[src/rtl/regfile_pkg.sv]
// Shared opcodes, default widths and the response record for the scoreboarded register file.
package regfile_pkg;

    localparam logic [1:0] CMD_READ  = 2'd0;
    localparam logic [1:0] CMD_WRITE = 2'd1;
    localparam logic [1:0] CMD_MARK  = 2'd2;
    localparam logic [1:0] CMD_CHECK = 2'd3;

    localparam int DEF_DATA_WIDTH = 32;
    localparam int DEF_NUM_REGS   = 8;
    localparam int DEF_REG_IDX_W  = 4;
    localparam int DEF_PEND_W     = 2;

    typedef struct packed {
        logic [DEF_DATA_WIDTH-1:0] data;
        logic                      err;
    } res_t;

endpackage

[src/rtl/regfile_pend_ctr.sv]
// Saturating pending-write counter for one register; clr beats inc/dec, inc+dec cancel.
module regfile_pend_ctr #(
    parameter int PEND_W = 2
) (
    input  logic              clk,
    input  logic              reset,
    input  logic              inc,
    input  logic              dec,
    input  logic              clr,
    output logic [PEND_W-1:0] count,
    output logic              at_max,
    output logic              at_zero
);

    logic [PEND_W-1:0] cnt_q;

    assign at_max  = &cnt_q;
    assign at_zero = (cnt_q == '0);
    assign count   = cnt_q;

    always_ff @(posedge clk) begin
        if (!reset)                        cnt_q <= '0;
        else if (clr)                      cnt_q <= '0;
        else if (inc && !dec && !at_max)   cnt_q <= cnt_q + 1'b1;
        else if (dec && !inc && !at_zero)  cnt_q <= cnt_q - 1'b1;
    end

endmodule

[src/rtl/regfile_sb.sv]
// Register file with per-register pending-write scoreboard, valid/ready command channel
// and a one-deep response buffer. Define REGFILE_SB_BYPASS_EN to forward same-cycle writebacks.
module regfile_sb
    import regfile_pkg::*;
#(
    parameter int DATA_WIDTH = DEF_DATA_WIDTH,
    parameter int NUM_REGS   = DEF_NUM_REGS,
    parameter int REG_IDX_W  = DEF_REG_IDX_W,
    parameter int PEND_W     = DEF_PEND_W
) (
    input  logic                  clk,
    input  logic                  reset,
    input  logic [1:0]            i_cmd,
    input  logic [REG_IDX_W-1:0]  i_reg,
    input  logic [DATA_WIDTH-1:0] i_data,
    input  logic                  i_valid,
    output logic                  o_ready,
    output logic [DATA_WIDTH-1:0] o_res_data,
    output logic                  o_res_err,
    output logic                  o_res_valid,
    input  logic                  i_res_ready,
    input  logic                  i_wb_valid,
    input  logic [REG_IDX_W-1:0]  i_wb_reg,
    input  logic [DATA_WIDTH-1:0] i_wb_data,
    output logic                  o_wb_underflow
);

    typedef struct packed {
        logic [DATA_WIDTH-1:0] data;
        logic                  err;
    } rsp_t;

    logic [DATA_WIDTH-1:0] regs_q [NUM_REGS];
    logic [PEND_W-1:0]     cnt    [NUM_REGS];
    logic [NUM_REGS-1:0]   at_max, at_zero, inc_v, dec_v, clr_v;

    rsp_t res_q, res_d;
    logic res_valid_q, uf_q, uf_d;
    logic accept, cmd_inr, wb_inr, same;
    logic [DATA_WIDTH-1:0] cur_val;
    logic [PEND_W-1:0]     cur_cnt;
    logic                  cur_max, cur_zero, wb_zero;

    assign o_ready        = reset && (!res_valid_q || i_res_ready);
    assign accept         = i_valid && o_ready;
    assign cmd_inr        = ({1'b0, i_reg} < (REG_IDX_W+1)'(NUM_REGS));
    assign wb_inr         = ({1'b0, i_wb_reg} < (REG_IDX_W+1)'(NUM_REGS));
    assign same           = cmd_inr && wb_inr && i_wb_valid && (i_reg == i_wb_reg);
    assign o_res_valid    = res_valid_q;
    assign o_res_data     = res_q.data;
    assign o_res_err      = res_q.err;
    assign o_wb_underflow = uf_q;

    always_comb begin
        cur_val  = '0;
        cur_cnt  = '0;
        cur_max  = 1'b0;
        cur_zero = 1'b0;
        wb_zero  = 1'b0;
        inc_v    = '0;
        dec_v    = '0;
        clr_v    = '0;
        for (int r = 0; r < NUM_REGS; r++) begin
            if (i_reg == REG_IDX_W'(r)) begin
                cur_val  = regs_q[r];
                cur_cnt  = cnt[r];
                cur_max  = at_max[r];
                cur_zero = at_zero[r];
                inc_v[r] = accept && (i_cmd == CMD_MARK);
                clr_v[r] = accept && (i_cmd == CMD_WRITE);
            end
            if (i_wb_reg == REG_IDX_W'(r)) begin
                wb_zero  = at_zero[r];
                dec_v[r] = i_wb_valid;
            end
        end
    end

    // A same-cycle MARK or WRITE on the writeback target absorbs the retire, so no underflow.
    assign uf_d = i_wb_valid && (!wb_inr ||
                  (wb_zero && !(accept && same && (i_cmd == CMD_MARK || i_cmd == CMD_WRITE))));

    always_comb begin
        res_d = '0;
        if (!cmd_inr) begin
            res_d.err = 1'b1;
        end else begin
            case (i_cmd)
                CMD_READ: begin
                    res_d.data = cur_val;
`ifdef REGFILE_SB_BYPASS_EN
                    if (same) res_d.data = i_wb_data;
`endif
                end
                CMD_WRITE: res_d.data = i_data;
                CMD_MARK: begin
                    if (same)         res_d.data = DATA_WIDTH'(cur_cnt);
                    else if (cur_max) begin
                        res_d.data = DATA_WIDTH'(cur_cnt);
                        res_d.err  = 1'b1;
                    end else          res_d.data = DATA_WIDTH'(cur_cnt) + DATA_WIDTH'(1);
                end
                default: begin
                    res_d.data = DATA_WIDTH'(cur_cnt);
`ifdef REGFILE_SB_BYPASS_EN
                    if (same && !cur_zero) res_d.data = DATA_WIDTH'(cur_cnt) - DATA_WIDTH'(1);
`endif
                end
            endcase
        end
    end

    for (genvar g = 0; g < NUM_REGS; g++) begin : g_reg
        regfile_pend_ctr #(.PEND_W(PEND_W)) u_ctr (
            .clk     (clk),
            .reset   (reset),
            .inc     (inc_v[g]),
            .dec     (dec_v[g]),
            .clr     (clr_v[g]),
            .count   (cnt[g]),
            .at_max  (at_max[g]),
            .at_zero (at_zero[g])
        );

        always_ff @(posedge clk) begin
            if (!reset)        regs_q[g] <= '0;
            else if (clr_v[g]) regs_q[g] <= i_data;
            else if (dec_v[g]) regs_q[g] <= i_wb_data;
        end
    end

    always_ff @(posedge clk) begin
        if (!reset) begin
            res_valid_q <= 1'b0;
            res_q       <= '0;
            uf_q        <= 1'b0;
        end else begin
            uf_q <= uf_d;
            if (accept) begin
                res_valid_q <= 1'b1;
                res_q       <= res_d;
            end else if (i_res_ready) begin
                res_valid_q <= 1'b0;
            end
        end
    end

endmodule

[config.mk]
export PLATFORM = sky130hd
export DESIGN_NAME = regfile_sb
export DESIGN_NICKNAME = d
export VERILOG_FILES = /design/src/rtl/regfile_pkg.sv /design/src/rtl/regfile_pend_ctr.sv /design/src/rtl/regfile_sb.sv
export SDC_FILE = /design/constraint.sdc
export NUM_CORES = 1
export LEC_CHECK = 0
export ABC_AREA = 0
export CORE_MARGIN = 4
export CORE_UTILIZATION = 40
export CTS_CLUSTER_SIZE = 20
export DETAILED_ROUTE_END_ITERATION = 12
export PLACE_DENSITY = 0.59
export SKIP_LAST_GASP = 1
export SYNTH_ARGS = -nofsm -noshare
export SYNTH_HDL_FRONTEND = slang
export SYNTH_HIERARCHICAL = 1
export SYNTH_SLANG_ARGS = --single-unit
[constraint.sdc]
create_clock -name clk -period 4.5 [get_ports clk]
set_clock_uncertainty 0.05 [all_clocks]
set_input_delay 0.675 -clock clk [delete_from_list [all_inputs] [get_ports clk]]
set_output_delay 0.675 -clock clk [all_outputs]
set_load 0.03 [all_outputs]
==> impl_summary.log <==
[metrics] status: finished clean
[metrics] Die X-Extent: roughly 210 um
[metrics] average routed wire per standard cell: 26.9 um
[metrics] area of the die: 0.0430 sq mm
[metrics] clock edge transition at the registers on the reported setup and hold paths: 50 ps
[metrics] clock tree buffer depth: 3
[metrics] Clock Latency Late Sink: 530 ps
[metrics] fill count: 3,517
[metrics] number of DRC markers after the initial detailed-route iteration: 1,191
[metrics] number of remaining DRC errors: 0
[metrics] Setup-failing EPs final: 0
[metrics] Post-CTS Setup Bufs: 0
[metrics] Die Span Y: 207 um
[metrics] CP Class: input port to flip-flop
[metrics] Core Region: 0.0390 sq mm
[metrics] number of buffers inserted during clock tree synthesis: 36
[metrics] share of final-layout standard cells stronger than drive strength 1: 11.8%
[metrics] slew at the pin closest to its max-slew limit: 1180 ps
[metrics] HPWL reported at the end of detailed placement: ~31,000 um
[metrics] power density over cell area: 362 mW/mm^2
[metrics] mean post-synth cell area: 11.2 sq um
[metrics] final worst-path cycle share: 69.7%
[metrics] Synth cell types: 66
[metrics] placed instance count: 1,915
[metrics] sequential standard cell area: 0.00871 sq mm
[metrics] number of global-route vias before repair: 12,429
[metrics] number of synthesized flops with an enable pin: 256
[metrics] VDD IR max: 0.225 mV
[metrics] wire length of the first global-routing pass: 79,700 um
[metrics] synthesized instance count: 1,417
[metrics] initial antenna violation count: 1
[metrics] share of flip-flops with an asynchronous set or reset: 0%
[metrics] Initial Utilization: 40.8%
[metrics] worst-path cell with the longest stage delay: sky130_fd_sc_hd__or3b_2
[metrics] total global routing overflow: 0
[metrics] Syn. warnings: 6
[metrics] Multi-input gate area: 0.00650 sq mm
[metrics] quantity of hold-fixing buffers added after cts: 0
[metrics] total count of hold-check failures in the final report: 0
[metrics] commonest cells after routing, fill and taps aside: sky130_fd_sc_hd__a22o_1 (259), sky130_fd_sc_hd__edfxtp_1 (256), sky130_fd_sc_hd__o21ai_0 (124), sky130_fd_sc_hd__clkdlybuf4s50_1 (111), sky130_fd_sc_hd__nand2_1 (71)
[metrics] CP cell instances: clkdlybuf4s50_1 -> nand2b_1 -> and3_1 -> nand3_1 -> nor2_4 -> or3b_2 -> buf_12
[metrics] fraction of the core area covered by cells at the end of the flow: 47.8%
[metrics] nets in the synthesized netlist: 1,502
[metrics] Setup crit start kind: input port
[metrics] standard cell area after detailed placement: approximately 0.017 sq mm
[metrics] Worst Slack Setup Final: 1360 ps
[metrics] row cnt: 72
[metrics] top flip-flop cell by instance count after synthesis: sky130_fd_sc_hd__edfxtp_1
[metrics] post-synthesis sequential area ratio: 54.7%
[metrics] required time of the critical path: around 4700 ps
[metrics] H-tree lvl count: 2
[metrics] maxcap violations: 0
[metrics] total chip power: 6.74 mW
[metrics] CP arrival: 3300 ps
[metrics] element type at the critical path end: flip-flop
[metrics] worst-path fanout max: 20
[metrics] Non-Filler Instances: 1,980
[metrics] Net count, final: 1,520
[metrics] summed area of non-filler cells in the final layout: 0.0186 sq mm
[metrics] max-slew headroom at the worst pin: a little over a fifth
[metrics] Critical Path Max Stage Delay: 500 ps
[metrics] achievable frequency: 319 MHz
[metrics] pin count of the biggest net entering global routing: 73
[metrics] worst min-delay path class: flip-flop to flip-flop
[metrics] final critical delay including setup and external delays: between 3000 and 4000 ps
[metrics] flops & latches, synth: 307
[metrics] leakage power: 6.64 nW
[metrics] via density per instance: 6.37
[metrics] layout-stage area growth over the synthesis result: 17.0%
[metrics] total iterations of the first detailed-routing run: 6
[metrics] Worst Reg-to-Reg Cells: 6
[metrics] clock tree from TritonCTS: yes
[metrics] max-slew violation count: 0
[metrics] count of inserted antenna diode cells: 0
[metrics] final sum of negative setup slack: 0 ps
[metrics] post-synthesis instance area: between 0.015 and 0.02 sq mm
[metrics] routability cong.: 0.815
[metrics] count of vias placed by the detailed router: 12,614
[metrics] number of clock sinks: 307
[metrics] quantity of I/O buffers inserted on ports: about 110
[metrics] post-CTS resize count: 0
[metrics] global routing usage summed across all routing layers: 23.7%
[metrics] most common cell after layout, fill and taps aside: sky130_fd_sc_hd__a22o_1
[metrics] number of cells traversed by the worst hold path: 2
[metrics] total routed wirelength: around 53,000 um
[metrics] DP Worst Slack: 854 ps
[metrics] setup repair after global routing missed its margin: no
[metrics] Post-Route Hold Slack: 402 ps
[metrics] I/O Pins: 115
[metrics] post-route ant nets: 0
[metrics] root cell of the clock tree: sky130_fd_sc_hd__clkbuf_16
## area by class of cell
type,count,area share (%)
Clock inverter,14,0.786
Multi-Input combinational cell,907,34.9
Inverter,18,0.363
Sequential cell,307,46.8
Clock buffer,51,5.52
Timing Repair Buffer,165,8.21
Tap cell,518,3.48
## state kept, by name (all words and copies together), names as in the netlist
name and flops:
o_res_err 1, g.u_ctr/count 16, regs_q 256, o_wb_underflow 1, o_res_valid 1, o_res_data 32
## final timing paths
path | startpoint | endpoint | slack (ps)
min reg2reg | o_res_data[5] | o_res_data[5] | 400
min | o_res_data[5] | o_res_data[5] | 400
max | i_res_ready | regs_q[0][35] | 1360
max reg2reg | o_res_valid | regs_q[0][35] | 1700
## report_power, final
part | leakage (nW) | switching (mW) | internal, mW | total [mW]
clock | 0.577 | 1.16 | 1.76 | 2.92
sequential | 3.16 | 0.0268 | 3.17 | 3.19
combinational | 2.90 | 0.421 | 0.202 | 0.623
total | 6.64 | 1.60 | 5.13 | 6.74
## layer usage
layer	vias up	track usage, %	part of all wire [%]
li1	5531	-	-
met1	6285	32.5	41
met2	690	37.7	46
met3	108	5.49	9.8
met4	0	7.59	3.0
met5	-	0	0
## critical path: cells and delay by family
kind | cells | cell delay [ps]
simple gates | 5 | 1900
buf+inv | 2 | 710
## Yosys cell counts (11+ instances only)
library cell               number  area, sq um
sky130_fd_sc_hd__and2_1        11         68.8
sky130_fd_sc_hd__nand3_1       12         60.1
sky130_fd_sc_hd__nor2_1        71          267
sky130_fd_sc_hd__o22ai_1       27          169
sky130_fd_sc_hd__mux2i_1       29          290
sky130_fd_sc_hd__buf_2         44          220
sky130_fd_sc_hd__a21oi_1       57          285
sky130_fd_sc_hd__a22oi_1       41          308
sky130_fd_sc_hd__nand3b_1      33          248
sky130_fd_sc_hd__inv_1         17         63.8
sky130_fd_sc_hd__a22o_1       259         2270
sky130_fd_sc_hd__nand2b_1      19          119
sky130_fd_sc_hd__clkbuf_1      97          364
sky130_fd_sc_hd__edfxtp_1     256         7690
sky130_fd_sc_hd__buf_1         40          150
sky130_fd_sc_hd__nand2_1       71          267
sky130_fd_sc_hd__o21ai_0      124          621
sky130_fd_sc_hd__dfxtp_1       51         1020
## kinds of logic after synthesis
family	Yosys count	synth area share, %
adders and majority gates	6	0.472
muxes	41	3.03
AOI/OAI and AO/OA	572	26.6
xor gates and xnor gates	3	0.165
DFF	307	54.7
and+or+nand+nor	285	9.83
buffers and inverters	203	5.21
Note: power is estimated with default switching activity, not from simulation.
==> patch (same flow settings) <==
The option `REGFILE_SB_BYPASS_EN` is turned on by a define.
--- a/src/rtl/regfile_sb.sv
+++ b/src/rtl/regfile_sb.sv
@@ -2,2 +2,4 @@
 // and a one-deep response buffer. Define REGFILE_SB_BYPASS_EN to forward same-cycle writebacks.
+`define REGFILE_SB_BYPASS_EN
+
 module regfile_sb
Function: changed (Yosys sat finds a counterexample within 4 cycles, from zero or initial values and one cycle with reset low).
==> patch against the unedited design <==
- first-iteration DRC count is 42% higher
- routed wire length is 8.4% higher
- final cell count hardly changed
- power is 1.6% lower
- synthesized area is 3.4% higher
- worst setup slack worse by 180 ps
- sequential cell count stayed put
- final area is 2.4% higher
- utilization is 0.91 points lower
- via count is 3.4% higher
==> patch: results (changes against the unedited design) <==
- Post-CTS resize count: 0 (unchanged)
* Initial antenna violation count: 0 (was 1)
* Post-detailed-route wirelength per cell: 29.16 microns (was 26.92 microns)
- Filler Cell Count: 3,704 (was 3,517)
* CP delay by family, top: buffers and inverters (was simple AND/OR/NAND/NOR gates)
- The number of flip-flops under the largest register name was 256 (unchanged).
- Top cells by area in the synthesized netlist: edfxtp_1 47%, a22o_1 15%, dfxtp_1 6.2% (was edfxtp_1 48%, a22o_1 14%, dfxtp_1 6.4%)
- The count of unique library cells instantiated by Yosys was 67 (was 66).
* Global-route wire length before repair: 84,640 microns (was 79,690 microns)
* Deepest clock path buffer count: 3 (unchanged)
- Fraction of layout cells with a size suffix above 1: 0.1366 (was 0.1176)
- P_leak: 0.006812 uW (was 0.006644 uW)
* Depth of the worst register-to-register path: 9 (was 6)
- Compound-Gate Fraction of Synth Area: 0.2693 (was 0.2658)
- Most numerous cell types in the synthesized netlist: 291 x a22o_1, 256 x edfxtp_1, 85 x clkbuf_1, 82 x o21ai_0, 80 x a21oi_1 (was 259 x a22o_1, 256 x edfxtp_1, 124 x o21ai_0, 97 x clkbuf_1)
- The sequential fraction of the synthesis area is 0.5291 (was 0.5471).
- The number of nets in the layout came to 1,509 (was 1,520).
* Worst Setup Slack post-DPL: 641.7 ps (was 853.6 ps)
* Share of the synthesized netlist area taken by xor and xnor gates: 0.002128 (was 0.001651)
- Syn Inst Count: 1,408 (was 1,417)
- Signal arrival time at the worst endpoint: 3700 ps (was 3300 ps)
- Beginning of the worst hold path: o_res_err$_SDFFE_PN0P_ (was o_res_data[5]$_SDFFE_PN0P_)
- The standard cell area after detailed placement was 18,020 sq um (was 17,450 sq um).
* Starting DRC count in detailed routing: 1,696 (was 1,191)
* Highest cell delay on the worst timing path: 580 ps (was 500 ps)
- The measured slew at the worst slew-check pin came to 1147 ps (was 1175 ps).
- Total Routing Usage GR: 0.2521 (was 0.2374)
- The minimum setup slack among reg-to-reg paths is 1630 ps (was 1700 ps).
- Clock period minus worst slack: 3316 ps (was 3137 ps)
* Via count of the first global-routing pass: 13,020 (was 12,430)
- Crit-path slowest cell: buf_4 (was or3b_2)
* Worst hold endpoint: o_res_err$_SDFFE_PN0P_ (was o_res_data[5]$_SDFFE_PN0P_)
* Number of pins exceeding their max-slew limit in the final report: 0 (unchanged)
* Placer's final routability congestion estimate: 0.8486 (was 0.8145)
- The total number of vias is 13,040 (was 12,610).
* Maximum net fanout on the critical path: 38 (was 20)
* Peak supply drop: 0.0002331 V (was 0.0002247 V)
* Reg2reg end: regs_q[0][14]$_DFFE_PP_ (was regs_q[0][35]$_DFFE_PP_)
* Area share of fa/ha/maj cells after synthesis: 0.005321 (was 0.004717)
* Worst hold-check slack: 432.4 ps (was 401.8 ps)
* Multiplexer fraction of the synthesized cell area: 0.06385 (was 0.03026)
* Dpl cells: 1,918 (was 1,915)
- CTS buffer count: 35 (was 36)
* Pin count of the biggest net entering global routing: 39 (was 73)
- Outcome: complete, no violations (unchanged)
-- patch: cell types whose count changed in the layout (fill, tap and decap cells not counted), moves of 18 or more --
cell       before  now
a21oi_1        57   80
nand3b_1       33   14
a22oi_1        41    7
o21ai_0       124   82
mux4_2          5   29
nor2_1         66   44
a22o_1        259  291
o22ai_1        27    5
o2bb2ai_1       0   19
a211oi_1        3   21
-- patch: where the power goes --
part | switching (uW) | leakage, uW | internal (uW) | total [uW]
Sequential | 32.8 | 0.00316 | 3170 | 3200
Combinational | 462 | 0.00312 | 242 | 705
Clock | 1190 | 0.000525 | 1530 | 2720
-- patch: metal layers --
metal / vias to the layer above / share of wire / GRT usage
met5: - / 0 / 0
met4: 0 / 0.039 / 0.09814
met1: 6495 / 0.42 / 0.3508
met3: 153 / 0.096 / 0.04485
li1: 5597 / - / -
met2: 798 / 0.45 / 0.3959
-- patch: worst max-delay path by stage --
stage / start / to / cells past startpoint
6_report: i_reg[0] / o_res_data[20]$_SDFFE_PN0P_ / 12
4_1_cts: i_reg[0] / o_res_data[20]$_SDFFE_PN0P_ / 12
2_1_floorplan: i_cmd[1] / regs_q[1][0]$_SDFFCE_PN0P_ / 5
3_3_place_gp: i_reg[0] / o_res_data[25]$_SDFFE_PN0P_ / 12
3_5_place_dp: i_reg[0] / o_res_data[20]$_SDFFE_PN0P_ / 12
5_1_grt: i_reg[0] / o_res_data[20]$_SDFFE_PN0P_ / 12
-- patch: area by class of cell --
class / instances / area share
clock buffers: 51 / 0.05167
inverters: 16 / 0.003147
repair buffers: 170 / 0.08301
well taps: 532 / 0.03488
clock inverters: 12 / 0.004131
flip-flops and latches: 307 / 0.4564
multi-input cells: 893 / 0.3668
